File: src/rtl/nibbler_out_pkg.sv
// rtl/nibbler_out_pkg.sv - shared mode encodings for the NibblER output port
//
// Purpose : 2-bit display-mode type and its four encodings, used by the
//           channel sub-module and by anything decoding mode writes.
// Ports   : none (package).
package nibbler_out_pkg;

    typedef logic [1:0] mode_t;

    localparam mode_t MODE_DIRECT = 2'd0;
    localparam mode_t MODE_BLINK  = 2'd1;
    localparam mode_t MODE_PULSE  = 2'd2;
    localparam mode_t MODE_OFF    = 2'd3;

endpackage

File: src/rtl/nibbler_out_chan.sv
// rtl/nibbler_out_chan.sv - one output channel: data, mode, pulse counter, output mux
//
// Purpose : holds a single channel's data register, display mode and pulse
//           counter, and selects what the channel shows on its output slice.
// Ports   : clk, reset       - clock, synchronous active-high reset
//           wr_data_i        - write strobe for the data register
//           wr_mode_i        - write strobe for the mode register (D[1:0])
//           d_i              - write data
//           phase_i          - shared blink phase from the top level
//           q_o              - channel output slice
//           pulse_active_o   - high while the pulse counter is non-zero
module nibbler_out_chan
    import nibbler_out_pkg::*;
#(
    parameter int WIDTH     = 4,
    parameter int PULSE_LEN = 4
) (
    input  logic             clk,
    input  logic             reset,
    input  logic             wr_data_i,
    input  logic             wr_mode_i,
    input  logic [WIDTH-1:0] d_i,
    input  logic             phase_i,
    output logic [WIDTH-1:0] q_o,
    output logic             pulse_active_o
);

    localparam int               CNT_W    = $clog2(PULSE_LEN + 1);
    localparam logic [CNT_W-1:0] CNT_LOAD = CNT_W'(PULSE_LEN);
    localparam logic [CNT_W-1:0] CNT_ONE  = CNT_W'(1);

    logic [WIDTH-1:0] data_q, data_d;
    mode_t            mode_q, mode_d;
    logic [CNT_W-1:0] cnt_q,  cnt_d;

    always_ff @(posedge clk) begin
        if (reset) begin
            data_q <= '0;
            mode_q <= MODE_DIRECT;
            cnt_q  <= '0;
        end else begin
            data_q <= data_d;
            mode_q <= mode_d;
            cnt_q  <= cnt_d;
        end
    end

    always_comb begin
        data_d = data_q;
        mode_d = mode_q;
        cnt_d  = (cnt_q != '0) ? cnt_q - CNT_ONE : '0;
        if (wr_data_i) begin
            data_d = d_i;
            // A data write in PULSE mode (re)starts the pulse, even mid-pulse.
            if (mode_q == MODE_PULSE) begin
                cnt_d = CNT_LOAD;
            end
        end else if (wr_mode_i) begin
            // Changing mode cancels any running pulse; data is kept.
            mode_d = mode_t'(d_i[1:0]);
            cnt_d  = '0;
        end
    end

    // Output is a function of registered state only, so there is no
    // combinational path from the write inputs to q_o.
    always_comb begin
        q_o = '0;
        case (mode_q)
            MODE_DIRECT: q_o = data_q;
            MODE_BLINK:  q_o = phase_i ? data_q : '0;
            MODE_PULSE:  q_o = (cnt_q != '0) ? data_q : '0;
            default:     q_o = '0;
        endcase
    end

    assign pulse_active_o = (cnt_q != '0);

endmodule

File: src/rtl/nibbler_out_port.sv
// rtl/nibbler_out_port.sv - multi-channel NibblER output port with per-channel display modes
//
// Purpose : decodes enable/wr_mode/sel writes onto CHANNELS output channels,
//           runs the shared blink prescaler and concatenates channel outputs.
// Ports   : clk, reset     - clock, synchronous active-high reset
//           enable         - write strobe
//           wr_mode        - 0 writes data register, 1 writes mode register
//           sel            - target channel; values >= CHANNELS are ignored
//           D              - write data (D[1:0] is the mode on mode writes)
//           Q              - channel c on Q[c*WIDTH +: WIDTH]
//           pulse_active   - per-channel pulse counter non-zero
module nibbler_out_port
    import nibbler_out_pkg::*;
#(
    parameter int WIDTH     = 4,
    parameter int CHANNELS  = 2,
    parameter int BLINK_DIV = 8,
    parameter int PULSE_LEN = 4
) (
    input  logic                                       clk,
    input  logic                                       reset,
    input  logic                                       enable,
    input  logic                                       wr_mode,
    input  logic [((CHANNELS > 1) ? $clog2(CHANNELS) : 1)-1:0] sel,
    input  logic [WIDTH-1:0]                           D,
    output logic [CHANNELS*WIDTH-1:0]                  Q,
    output logic [CHANNELS-1:0]                        pulse_active
);

    localparam int               SEL_W   = (CHANNELS > 1) ? $clog2(CHANNELS) : 1;
    localparam int               PRE_W   = (BLINK_DIV > 1) ? $clog2(BLINK_DIV) : 1;
    localparam logic [PRE_W-1:0] PRE_MAX = PRE_W'(BLINK_DIV - 1);
    localparam logic [PRE_W-1:0] PRE_ONE = PRE_W'(1);

    logic [PRE_W-1:0] presc_q, presc_d;
    logic             phase_q, phase_d;
    logic             wrap;

    // Free-running shared blink timebase; phase starts high so every
    // BLINK channel shows data for the first BLINK_DIV cycles after reset.
    always_ff @(posedge clk) begin
        if (reset) begin
            presc_q <= '0;
            phase_q <= 1'b1;
        end else begin
            presc_q <= presc_d;
            phase_q <= phase_d;
        end
    end

    always_comb begin
        wrap    = (presc_q == PRE_MAX);
        presc_d = wrap ? '0 : presc_q + PRE_ONE;
        phase_d = wrap ? ~phase_q : phase_q;
    end

    for (genvar c = 0; c < CHANNELS; c++) begin : g_chan
        // Only sel values that name an existing channel can match, so
        // out-of-range selects fall through with no write.
        logic hit;
        assign hit = enable && (sel == SEL_W'(c));

        nibbler_out_chan #(
            .WIDTH     (WIDTH),
            .PULSE_LEN (PULSE_LEN)
        ) u_chan (
            .clk            (clk),
            .reset          (reset),
            .wr_data_i      (hit && !wr_mode),
            .wr_mode_i      (hit && wr_mode),
            .d_i            (D),
            .phase_i        (phase_q),
            .q_o            (Q[c*WIDTH +: WIDTH]),
            .pulse_active_o (pulse_active[c])
        );
    end

endmodule

File: config.mk
export PLATFORM = sky130hd
export DESIGN_NAME = nibbler_out_port
export DESIGN_NICKNAME = d
export VERILOG_FILES = /design/src/rtl/nibbler_out_pkg.sv /design/src/rtl/nibbler_out_chan.sv /design/src/rtl/nibbler_out_port.sv
export SDC_FILE = /design/constraint.sdc
export NUM_CORES = 1
export LEC_CHECK = 0
export BUFFER_PORTS_ARGS = -buffer_cell sky130_fd_sc_hd__buf_2
export CAP_MARGIN = 20
export CORE_UTILIZATION = 55
export CTS_BUF_LIST = sky130_fd_sc_hd__clkbuf_4 sky130_fd_sc_hd__clkbuf_8
export CTS_CLUSTER_DIAMETER = 80
export DETAILED_ROUTE_END_ITERATION = 8
export PLACE_DENSITY = 0.91
export SYNTH_ARGS = -nofsm -noshare
export SYNTH_HDL_FRONTEND = slang
export SYNTH_SLANG_ARGS = --single-unit
File: constraint.sdc
create_clock -name clk -period 1.9 [get_ports clk]
set_clock_uncertainty 0.2 [all_clocks]
set_input_delay 0.38 -clock clk [delete_from_list [all_inputs] [get_ports clk]]
set_output_delay 0.38 -clock clk [all_outputs]
set_load 0.05 [all_outputs]
==> results of run 1 <==
-- layout by cell type (no fill, tap or decap), types with 2 or more instances in the layout --
master	instances
ha_1	2
nand3b_1	3
dfxtp_2	4
and2_4	8
buf_4	6
o21ai_0	3
nor3b_1	2
buf_8	3
clkbuf_4	3
dfxtp_1	14
nand3_1	3
buf_2	9
nor3_4	2
dfxtp_4	4
buf_6	5
inv_1	2
nor3_1	3
nand2b_1	3
nor2_1	13
a21oi_1	6
mux2i_1	10
nand2_1	7
-- worst max-delay path: cells and delay by family, from the launching register on --
kind	cells	cell delay [ps]
flip-flops	1	360
AND/OR/NAND/NOR	2	350
AO/OA/AOI/OAI	1	210
buffers and inverters	1	150
-- layer usage --
layer,track usage [%],up-vias,part of all wire [%]
met2,43.6,25,56
met3,7.92,4,4.2
met5,0,-,0
li1,-,399,-
met4,11.3,0,1.3
met1,26.0,387,38
-- kinds of logic after synthesis --
kind of cell | count (synthesis) | synth area share (%)
adders and majority gates | 2 | 2.60
AOI/OAI and AO/OA | 13 | 7.81
xor gates and xnor gates | 1 | 0.912
muxes | 10 | 10.4
DFF | 22 | 45.8
and+or+nand+nor | 49 | 28.1
buffers and inverters | 8 | 4.30
-- through the flow --
stage                     cells  hold slack [ps]
after floorplan             105              204
after global placement      135              214
after detailed placement    135              228
after CTS                   141              127
after global routing        142              126
final                       142              135
-- state kept, by name, indices dropped and copies added, names as in the netlist --
signal                cells
g_chan.u_chan.cnt_q       6
g_chan.u_chan.data_q      8
g_chan.u_chan.mode_q      4
phase_q                   1
presc_q                   3
-- where the power goes --
part           switching (mW)  leakage, nW  internal [mW]  total [mW]
Sequential             0.0102        0.183          0.471       0.482
Combinational          0.0718        0.356         0.0555       0.127
Clock                   0.127       0.0210          0.117       0.244
Total                   0.209        0.560          0.644       0.853
-- area by class of cell --
type | instances | area [sq um]
Sequential cell | 22 | 460
Timing Repair Buffer | 23 | 191
Multi-Input combinational cell | 75 | 549
Tap cell | 16 | 20.0
Clock buffer | 4 | 36.3
Inverter | 2 | 7.51
Fill cell | 105 | 312
-- timing repair --
item                                    CTS  global route
endpoints found under the setup margin    9             9
resized for setup                        32            18
pin swaps                                11             6
hold endpoints to repair                  0             0
setup buffers                             2             1
-- worst max-delay path by stage --
stage / start / to / slack [ps] / cells past startpoint
floorplan: g_chan[0].u_chan.cnt_q[0] / Q[0] / 250 / 3
global placement: g_chan[1].u_chan.cnt_q[2] / Q[7] / 190 / 4
detailed placement: g_chan[1].u_chan.cnt_q[0] / Q[7] / 180 / 4
CTS: g_chan[0].u_chan.cnt_q[0] / Q[2] / -20 / 4
global route: g_chan[0].u_chan.cnt_q[2] / Q[2] / -90 / 4
finish: g_chan[0].u_chan.mode_q[0] / Q[2] / -40 / 4
==> metrics.md, run 1 <==
| Metric | Value |
|---|---|
| CTS H-tree lvls | 1 |
| Net count after synthesis | 116 |
| Setup WS pre-CTS | 178 ps |
| Fraction of layout cells with a size suffix above 1 | between 30% and 40% |
| Worst reg2reg endpoint | phase_q |
| Register bit total from synthesis | 22 |
| Post-Synthesis Cells | 105 |
| Final WS setup | -42.7 ps |
| HP Class | in2reg |
| DRC viols | 2 |
| Worst endpoint data arrival time | between 1000 and 1500 ps |
| Yosys warning total | 0 |
| Hold Path Origin | D[3] |
| Dpl hpwl | between 1000 and 1500 um |
| Max Cap Violations | 0 |
| Vias in the first global route | 764 |
| Max Slew Vio Count | 0 |
| Worst r2r path cells | 4 |
| Synth Area per Inst | 9.15 sq um |
| First-pass GRT wire length | between 3000 and 4000 um |
| WL per Instance | approximately 15 um |
| Initial DRC count | 33 |
| Async SR Flop Fraction | 0% |
| Drt via density | roughly 5.7 |
| Crit path max fanout | 5 |
| Ys flop type | dfxtp_1 |
| Placed Area | 1050 sq um |
| GP Congestion | just under 0.8 |
| GRT Util Overall | between 20 and 25% |
| Synth area leaders | dfxtp_1, mux2i_1, and2_1 |
| Hold-critical path depth | 3 |
| Failing checks | design-rule violations, negative setup slack |
| Reg-to-Reg Start | presc_q[0] |
| Pwr Total | between 800 and 900 uW |
| Reg clk slew, reported paths | 110 ps |
| PortBufs | 18 |
| Root Buffer | clkbuf_4 |
| Initial antenna violation count | 0 |
| Num CTS Buffers | 3 |
| Fin util | between 80% and 90% |
| Synthesized area | around 960 sq um |
| Clock insertion delay at the later pin of the skew report | roughly 300 ps |
| Max Buffers Root-to-Sink | 2 |
| Slowest stage delay, CP | between 300 and 400 ps |
| Crit-path cells | nor2b_1 > o22ai_2 > and2_4 > buf_6 |
| Reg-to-reg setup timing slack | roughly 620 ps |
| Starting density of the core | about 61% |
| Endpoint class of the critical path | output pin |
| Overflow after GRT | 0 |
| Worst-Margin Slew | approximately 350 ps |
| Max rail drop VDD | around 660 uV |
| Leak | approximately 0.56 nW |
| Max_slew headroom | 76.8% |
| Die Area | 1920 sq um |
| Clk sinks | 22 |
| Share of the synthesized area in the top cell type | 45.8% |
| Area Growth Syn to Fin | 31.6% |
| IO Count | 19 |
| Most frequent cells after synthesis | dfxtp_1, nor2_1, mux2i_1 |
| # diodes | 0 |
| CTS tree | built |
| CTS Hold Buffers Added | 0 |
| Top-count cell post-synth | dfxtp_1 |
| Fin Setup TNS | -134 ps |
| Largest net degree at the start of global routing | 22 |
| Synth area leader | dfxtp_1 |
| Pwr dens | between 600 and 700 nW/um^2 |
| Slowest CP cell | dfxtp_2 |
| Nets | 138 |
| ANT nets after route | 0 |
| Drt first pass iters | 6 |
| Number of flops mapped to enable cells by yosys | 0 |
| Fin crit period | between 1500 and 2000 ps |
| Fmax | slightly above 0.5 GHz |
| Endpoints failing hold | 0 |
| Via count of the routed design | 815 |
| Final setup vio count | 5 |
| Fin crit share | 102% |
| Die extent in x | 43.8 um |
| Core Area | 1580 sq um |
| CP Launch Type | flip-flop |
| Synth cell types | 25 |
| Crit Path Class | reg2out |
| RSZ-0062 raised after global routing | true |
| Post-Layout Inst Area | roughly 1300 sq um |
| Seq/Total Area, Yosys | 45.8% |
| Post-Route WL | 2190 um |
| Row cnt | 14 |
| Die height | 43.8 um |
| Hold Path End | g_chan[1].u_chan.data_q[3] |
| Worst path required time | roughly 1300 ps |
| Status | finished, violations left |
Note: power is estimated with default switching activity, not from simulation.
==> run 2: changes to the inputs <==
--- a/config.mk
+++ b/config.mk
@@ -5,13 +5,13 @@
 export SDC_FILE = /design/constraint.sdc
 export NUM_CORES = 1
 export LEC_CHECK = 0
+export ABC_AREA = 1
 export BUFFER_PORTS_ARGS = -buffer_cell sky130_fd_sc_hd__buf_2
 export CAP_MARGIN = 20
-export CORE_UTILIZATION = 55
-export CTS_BUF_LIST = sky130_fd_sc_hd__clkbuf_4 sky130_fd_sc_hd__clkbuf_8
+export CORE_UTILIZATION = 40
 export CTS_CLUSTER_DIAMETER = 80
 export DETAILED_ROUTE_END_ITERATION = 8
-export PLACE_DENSITY = 0.91
+export PLACE_DENSITY = 0.72
 export SYNTH_ARGS = -nofsm -noshare
 export SYNTH_HDL_FRONTEND = slang
 export SYNTH_SLANG_ARGS = --single-unit
==> metrics.md, run 2 <==
| Metric | Value |
|---|---|
| Vias in the first global route | roughly 850 |
| GP Congestion | approximately 0.74 |
| Final setup vio count | 0 |
| Max_slew headroom | 69.8% |
| PortBufs | 18 |
| IO Count | 19 |
| Seq/Total Area, Yosys | a little over two fifths |
| Area of the multi-input gates | between 500 and 600 sq um |
| Via count of the routed design | about 940 |
| Comb pwr share | between 20% and 30% |
| Post-Synthesis Cells | about 160 |
| Commonest non-fill, non-tap cell in the layout | nand2_1 |
| CTS tree | built |
| Fraction of layout cells with a size suffix above 1 | roughly 24% |
| Synth area leaders | dfxtp_1, nand2_1, nor2_1 |
| Internal power | just over 600 uW |
| Post-Synth XOR/XNOR Area | 0% |
| CTS H-tree lvls | 1 |
| Fin crit share | 96.0% |
| Dpl hpwl | between 1000 and 1500 um |
| Fin crit period | 1820 ps |
| Max Slew Vio Count | 0 |
| Fin util | a little over half |
| Die height | between 50 and 60 um |
| Synth Area per Inst | around 6.4 sq um |
| Pwr dens | slightly above 700 nW/um^2 |
| Core Area | 2300 sq um |
| Leak | approximately 0.64 nW |
| Register bit total from synthesis | 22 |
| Net count after synthesis | between 150 and 200 |
| Clock power share | 23.2% |
| Largest Register | g_chan.u_chan.data_q |
| Max Cap Violations | 0 |
| Drt first pass iters | 4 |
| Max reg flops | 8 |
| Crit path max fanout | 4 |
| Clk sinks | 22 |
| Complex-gate fraction of the synthesized area | around 5.9% |
| Most frequent cells in the layout | nand2_1, nor2_1, inv_1, dfxtp_1 |
| Fmax | roughly 0.55 GHz |
| Simple logic cell fraction of the synthesized area | 37.5% |
| Num CTS Buffers | 3 |
| Root Buffer | clkbuf_4 |
| RSZ-0062 raised after global routing | true |
| Clock insertion delay at the later pin of the skew report | about 300 ps |
| Total area of sequential cells | about 450 sq um |
| Fin Setup TNS | 0 ps |
| Top Registers | g_chan.u_chan.data_q: 8 flops, g_chan.u_chan.cnt_q: 6 flops, g_chan.u_chan.mode_q: 4 flops |
| Endpoints failing hold | 0 |
| Worst endpoint data arrival time | between 1000 and 1500 ps |
| Area Growth Syn to Fin | 22.4% |
| Async SR Flop Fraction | 0% |
| Post-Route WL | 1930 um |
| Mux cell area share after synthesis | 0% |
| DRC viols | 0 |
| # diodes | 0 |
| Hold_ws | ~110 ps |
| Reg clk slew, reported paths | ~110 ps |
| Switching part of the total | between 20% and 30% |
| Post-Layout Inst Area | roughly 1200 sq um |
| Seq pwr share | a little under three fifths |
| Most frequent cells after synthesis | nand2_1, nor2_1, inv_1 |
| Fill cells | between 200 and 250 |
| Nets | about 190 |
| Largest net degree at the start of global routing | 15 |
| Endpoint class of the critical path | output pin |
| Worst-Margin Slew | approximately 450 ps |
| CP Launch Type | flip-flop |
| NetSw | around 260 uW |
| Postcts setup bufs | 0 |
| Largest family of logic cells by synthesized area | simple AND/OR/NAND/NOR gates |
| Synth area leader | dfxtp_1 |
| Overflow after GRT | 0 |
| Yosys warning total | 0 |
| Top-count cell post-synth | nand2_1 |
| Row cnt | 17 |
| Crit Path Class | reg2out |
| HP Class | in2reg |
| Die extent in x | roughly 52 um |
| Initial DRC count | 20 |
| ANT nets after route | 0 |
| GRT Util Overall | 16.5% |
| Max Buffers Root-to-Sink | 2 |
| Synthesized area | between 1000 and 1500 sq um |
| Synth cell types | 10 |
| Pwr Total | a little under 900 uW |
| Max rail drop VDD | between 500 and 600 uV |
| WL per Instance | roughly 9.5 um |
| Status | completed |
| Worst path required time | approximately 1300 ps |
| Ys flop type | dfxtp_1 |
| Placed Area | ~1100 sq um |
| Adder-Cell Fraction of Synth Area | around 2.5% |
| Starting density of the core | 44.2% |
| Number of flops mapped to enable cells by yosys | 0 |
| Die Area | 2740 sq um |
| CTS Hold Buffers Added | 0 |
| Drt via density | ~4.6 |
| Share of the synthesized area in the top cell type | 43.4% |
| Initial antenna violation count | 0 |
| First-pass GRT wire length | 3290 um |
run 2: cell count changes in the layout (fill, tap and decap cells not counted), sizes merged, moves of 3 or more:
cell | previous run | this run
buf | 23 | 18
mux2i | 10 | 0
nand2 | 7 | 43
and2 | 8 | 0
nand2b | 3 | 0
nand3 | 3 | 10
nor2 | 13 | 40
inv | 2 | 23
nand3b | 3 | 0
nor3b | 3 | 0
nor3 | 5 | 0
or2 | 0 | 3
o21ai | 3 | 7
run 2: power by group through the flow:
stage | Sequential (mW) | Combinational, mW | Clock (mW)
final | 0.498 | 0.175 | 0.203
after global placement | 0.505 | 0.150 | 0
after CTS | 0.496 | 0.163 | 0.217
after floorplan | 0.503 | 0.121 | 0
after detailed placement | 0.506 | 0.154 | 0
after global routing | 0.501 | 0.194 | 0.232
run 2: critical path: stages, from the launching register on:
cell and delay [ps]:
dfxtp_2 360, nor2_4 120, nand3_1 90, nand2_2 160, nor2_2 60, buf_6 150
run 2: cell families (layout without fill, tap and decap cells):
logic type	Yosys count	count (layout)
buf+inv	26	44
compound gates	12	12
flops	22	22
fa+ha+maj	2	2
simple gates	96	96
run 2: final timing paths:
path | from | endpoint | slack [ps] | depth (start not counted)
worst max-delay path | g_chan[1].u_chan.cnt_q[0] | Q[6] | 80 | 5
worst min register to register | presc_q[0] | presc_q[0] | 220 | 1
worst min-delay path | reset | g_chan[1].u_chan.mode_q[1] | 110 | 2
worst max register to register | presc_q[0] | presc_q[1] | 520 | 4
run 2: final cells by class:
cell class,count,share of cell area (%)
repair buffers,18,11.3
clock buffers,3,1.81
inverters,23,6.95
flip-flops and latches,22,35.9
multi-input cells,110,41.3
well taps,28,2.82
run 2: metal layers:
metal,GRT usage [%],up-vias,share of wire [%]
li1,-,512,-
met2,27.6,17,44
met5,0,-,0
met3,6.09,2,4.4
met4,3.95,0,0.73
met1,19.7,408,50
run 2: what timing repair did:
item                       CTS  global route
pin swaps                    1             5
setup endpoints to repair    8             8
resized for setup           12            27
run 2: per-stage QoR:
| stage | instances | setup slack, ps |
|---|---|---|
| 2_1_floorplan | 158 | 91.1 |
| 3_3_place_gp | 201 | 300 |
| 3_5_place_dp | 201 | 296 |
| 4_1_cts | 204 | 13.4 |
| 5_1_grt | 204 | -6.89 |
| 6_report | 204 | 75.1 |
==> run 3: changes to the inputs <==
--- a/config.mk
+++ b/config.mk
@@ -15,3 +15,4 @@
 export SYNTH_ARGS = -nofsm -noshare
 export SYNTH_HDL_FRONTEND = slang
 export SYNTH_SLANG_ARGS = --single-unit
+export TNS_END_PERCENT = 5
==> constraint.sdc (replaced) <==
create_clock -name clk -period 1.9 [get_ports clk]
set_clock_uncertainty 0.2 [all_clocks]
set_input_delay 0.38 -clock clk [delete_from_list [all_inputs] [get_ports clk]]
set_output_delay 0.38 -clock clk [all_outputs]
set_load 0.1 [all_outputs]
==> metrics.md, run 3 (synthesis results as in run 2) <==
| Metric | Value |
|---|---|
| RSZ-0062 raised after global routing | true |
| Fraction of layout cells with a size suffix above 1 | a little over a quarter |
| Worst r2r path cells | 4 |
| Hold-critical path depth | 3 |
| Starting density of the core | ~44% |
| Status | finished, violations left |
| Max reg flops | 8 |
| Max Buffers Root-to-Sink | 2 |
| Area of the multi-input gates | between 500 and 600 sq um |
| Drt first pass iters | 4 |
| Area Growth Syn to Fin | 40.3% |
| Total area of sequential cells | about 450 sq um |
| Max rail drop VDD | 549 uV |
| Endpoints failing hold | 0 |
| Clock insertion delay at the later pin of the skew report | approximately 310 ps |
| Fin crit share | 100% |
| GP Congestion | 0.811 |
| Max Cap Violations | 0 |
| Die Area | ~2700 sq um |
| First-pass GRT wire length | between 3000 and 4000 um |
| Vias in the first global route | between 900 and 1000 |
| Post-Route WL | 2380 um |
| Row cnt | 17 |
| Die extent in x | 52.4 um |
| Crit path max fanout | 4 |
| IO Count | 19 |
| Reg-to-reg setup timing slack | ~480 ps |
| CTS H-tree lvls | 1 |
| Largest net degree at the start of global routing | 15 |
| CP Launch Type | flip-flop |
| Reg-to-Reg Start | presc_q[0] |
| CTS tree | built |
| Nets | between 150 and 200 |
| Worst path required time | between 1000 and 1500 ps |
| Dpl hpwl | about 1700 um |
| HP Class | in2reg |
| Commonest non-fill, non-tap cell in the layout | nand2_1 |
| Reg clk slew, reported paths | 130 ps |
| Clk sinks | 22 |
| Root Buffer | clkbuf_4 |
| Initial antenna violation count | 0 |
| Core Area | approximately 2300 sq um |
| DRC viols | 0 |
| Fin Setup TNS | -7.42 ps |
| Top Registers | g_chan.u_chan.data_q: 8 flops, g_chan.u_chan.cnt_q: 6 flops, g_chan.u_chan.mode_q: 4 flops |
| # diodes | 0 |
| Max_slew headroom | 68.0% |
| Pwr dens | slightly below 800 nW/um^2 |
| Drt via density | approximately 5 |
| Final WS setup | -7.42 ps |
| Post-Layout Inst Area | roughly 1400 sq um |
| Most frequent cells in the layout | nand2_1, nor2_1, inv_1, dfxtp_1, buf_2 |
| WL per Instance | around 12 um |
| Largest Register | g_chan.u_chan.data_q |
| Crit-path cells | inv_4 > o21ai_4 > nand2_4 > nor2_4 > buf_12 |
| Failing checks | negative setup slack |
| Placed Area | 1260 sq um |
| GRT Util Overall | 19.1% |
| Leak | slightly below 0.7 nW |
| Fill cells | 190 |
| Worst endpoint data arrival time | roughly 1300 ps |
| Initial DRC count | 19 |
| Die height | around 52 um |
| Max Slew Vio Count | 0 |
| Crit Path Class | reg2out |
| Setup WS pre-CTS | about 230 ps |
| Final setup vio count | 1 |
| Overflow after GRT | 0 |
| Endpoint class of the critical path | output pin |
| Via count of the routed design | slightly above 1000 |
| Worst-Margin Slew | slightly below 500 ps |
| Pwr Total | about 1.1 mW |
| Fmax | 0.524 GHz |
| Worst reg2reg endpoint | presc_q[1] |
| PortBufs | 18 |
| Slowest CP cell | dfxtp_2 |
| Fin crit period | 1910 ps |
| Num CTS Buffers | 3 |
| Slowest stage delay, CP | roughly 370 ps |
| ANT nets after route | 0 |
| CTS Hold Buffers Added | 0 |
| Hold Path End | g_chan[1].u_chan.data_q[3] |
| Hold Path Origin | D[3] |
[run 3: cell count changes in the layout (fill, tap and decap cells not counted), sizes merged]
| cell | previous run | this run |
|---|---|---|
| bufinv | 0 | 1 |
| buf | 18 | 19 |
[run 3: layout make-up]
class | instances | area share, %
multi-input combinational | 110 | 40.9
sequential | 22 | 31.4
timing repair buffer | 19 | 15.3
inverter | 23 | 6.24
tap | 28 | 2.46
clock inverter | 1 | 2.11
clock buffer | 3 | 1.58
[run 3: per-layer routing]
| metal | part of all wire (%) | track usage, % | vias up |
|---|---|---|---|
| met5 | 0 | 0 | - |
| met4 | 1.7 | 10.1 | 0 |
| met3 | 3.6 | 4.06 | 7 |
| met2 | 52 | 34.4 | 19 |
| met1 | 43 | 20.5 | 470 |
| li1 | - | - | 516 |
[run 3: worst max-delay path by stage]
| stage | start | cells after the start | end | slack (ps) |
|---|---|---|---|---|
| floorplan | g_chan[1].u_chan.mode_q[1] | 3 | Q[4] | -100 |
| global placement | g_chan[1].u_chan.mode_q[1] | 4 | Q[6] | 260 |
| detailed placement | g_chan[1].u_chan.mode_q[1] | 4 | Q[5] | 230 |
| CTS | phase_q | 5 | Q[3] | -2 |
| global route | phase_q | 5 | Q[5] | -50 |
| finish | phase_q | 5 | Q[5] | -7 |
[run 3: where the power goes]
| part | switching [mW] | leakage, nW | total (mW) | internal, mW |
|---|---|---|---|---|
| combinational | 0.180 | 0.476 | 0.262 | 0.0820 |
| sequential | 0.0172 | 0.181 | 0.501 | 0.484 |
| clock | 0.153 | 0.0279 | 0.366 | 0.213 |
[run 3: critical path, delay by kind of cell (launching register included)]
family / cells / cell delay (ps)
and+or+nand+nor: 2 / 240
buffers and inverters: 2 / 230
DFF: 1 / 370
AOI/OAI and AO/OA: 1 / 170
[run 3: repair_timing]
item	in CTS	in global routing
endpoints found under the setup margin	8	9
pin swaps	6	5
gates resized for setup	23	7
setup buffers	1	0
[run 3: metrics by stage]
stage / util, % / std cells / hold slack, ps
2_1_floorplan: - / 158 / 197
5_1_grt: 62.0 / 206 / 85.2
6_report: 62.0 / 206 / 97.2
4_1_cts: 60.5 / 206 / 76.9
3_3_place_gp: 54.7 / 201 / 205
3_5_place_dp: 54.7 / 201 / 213
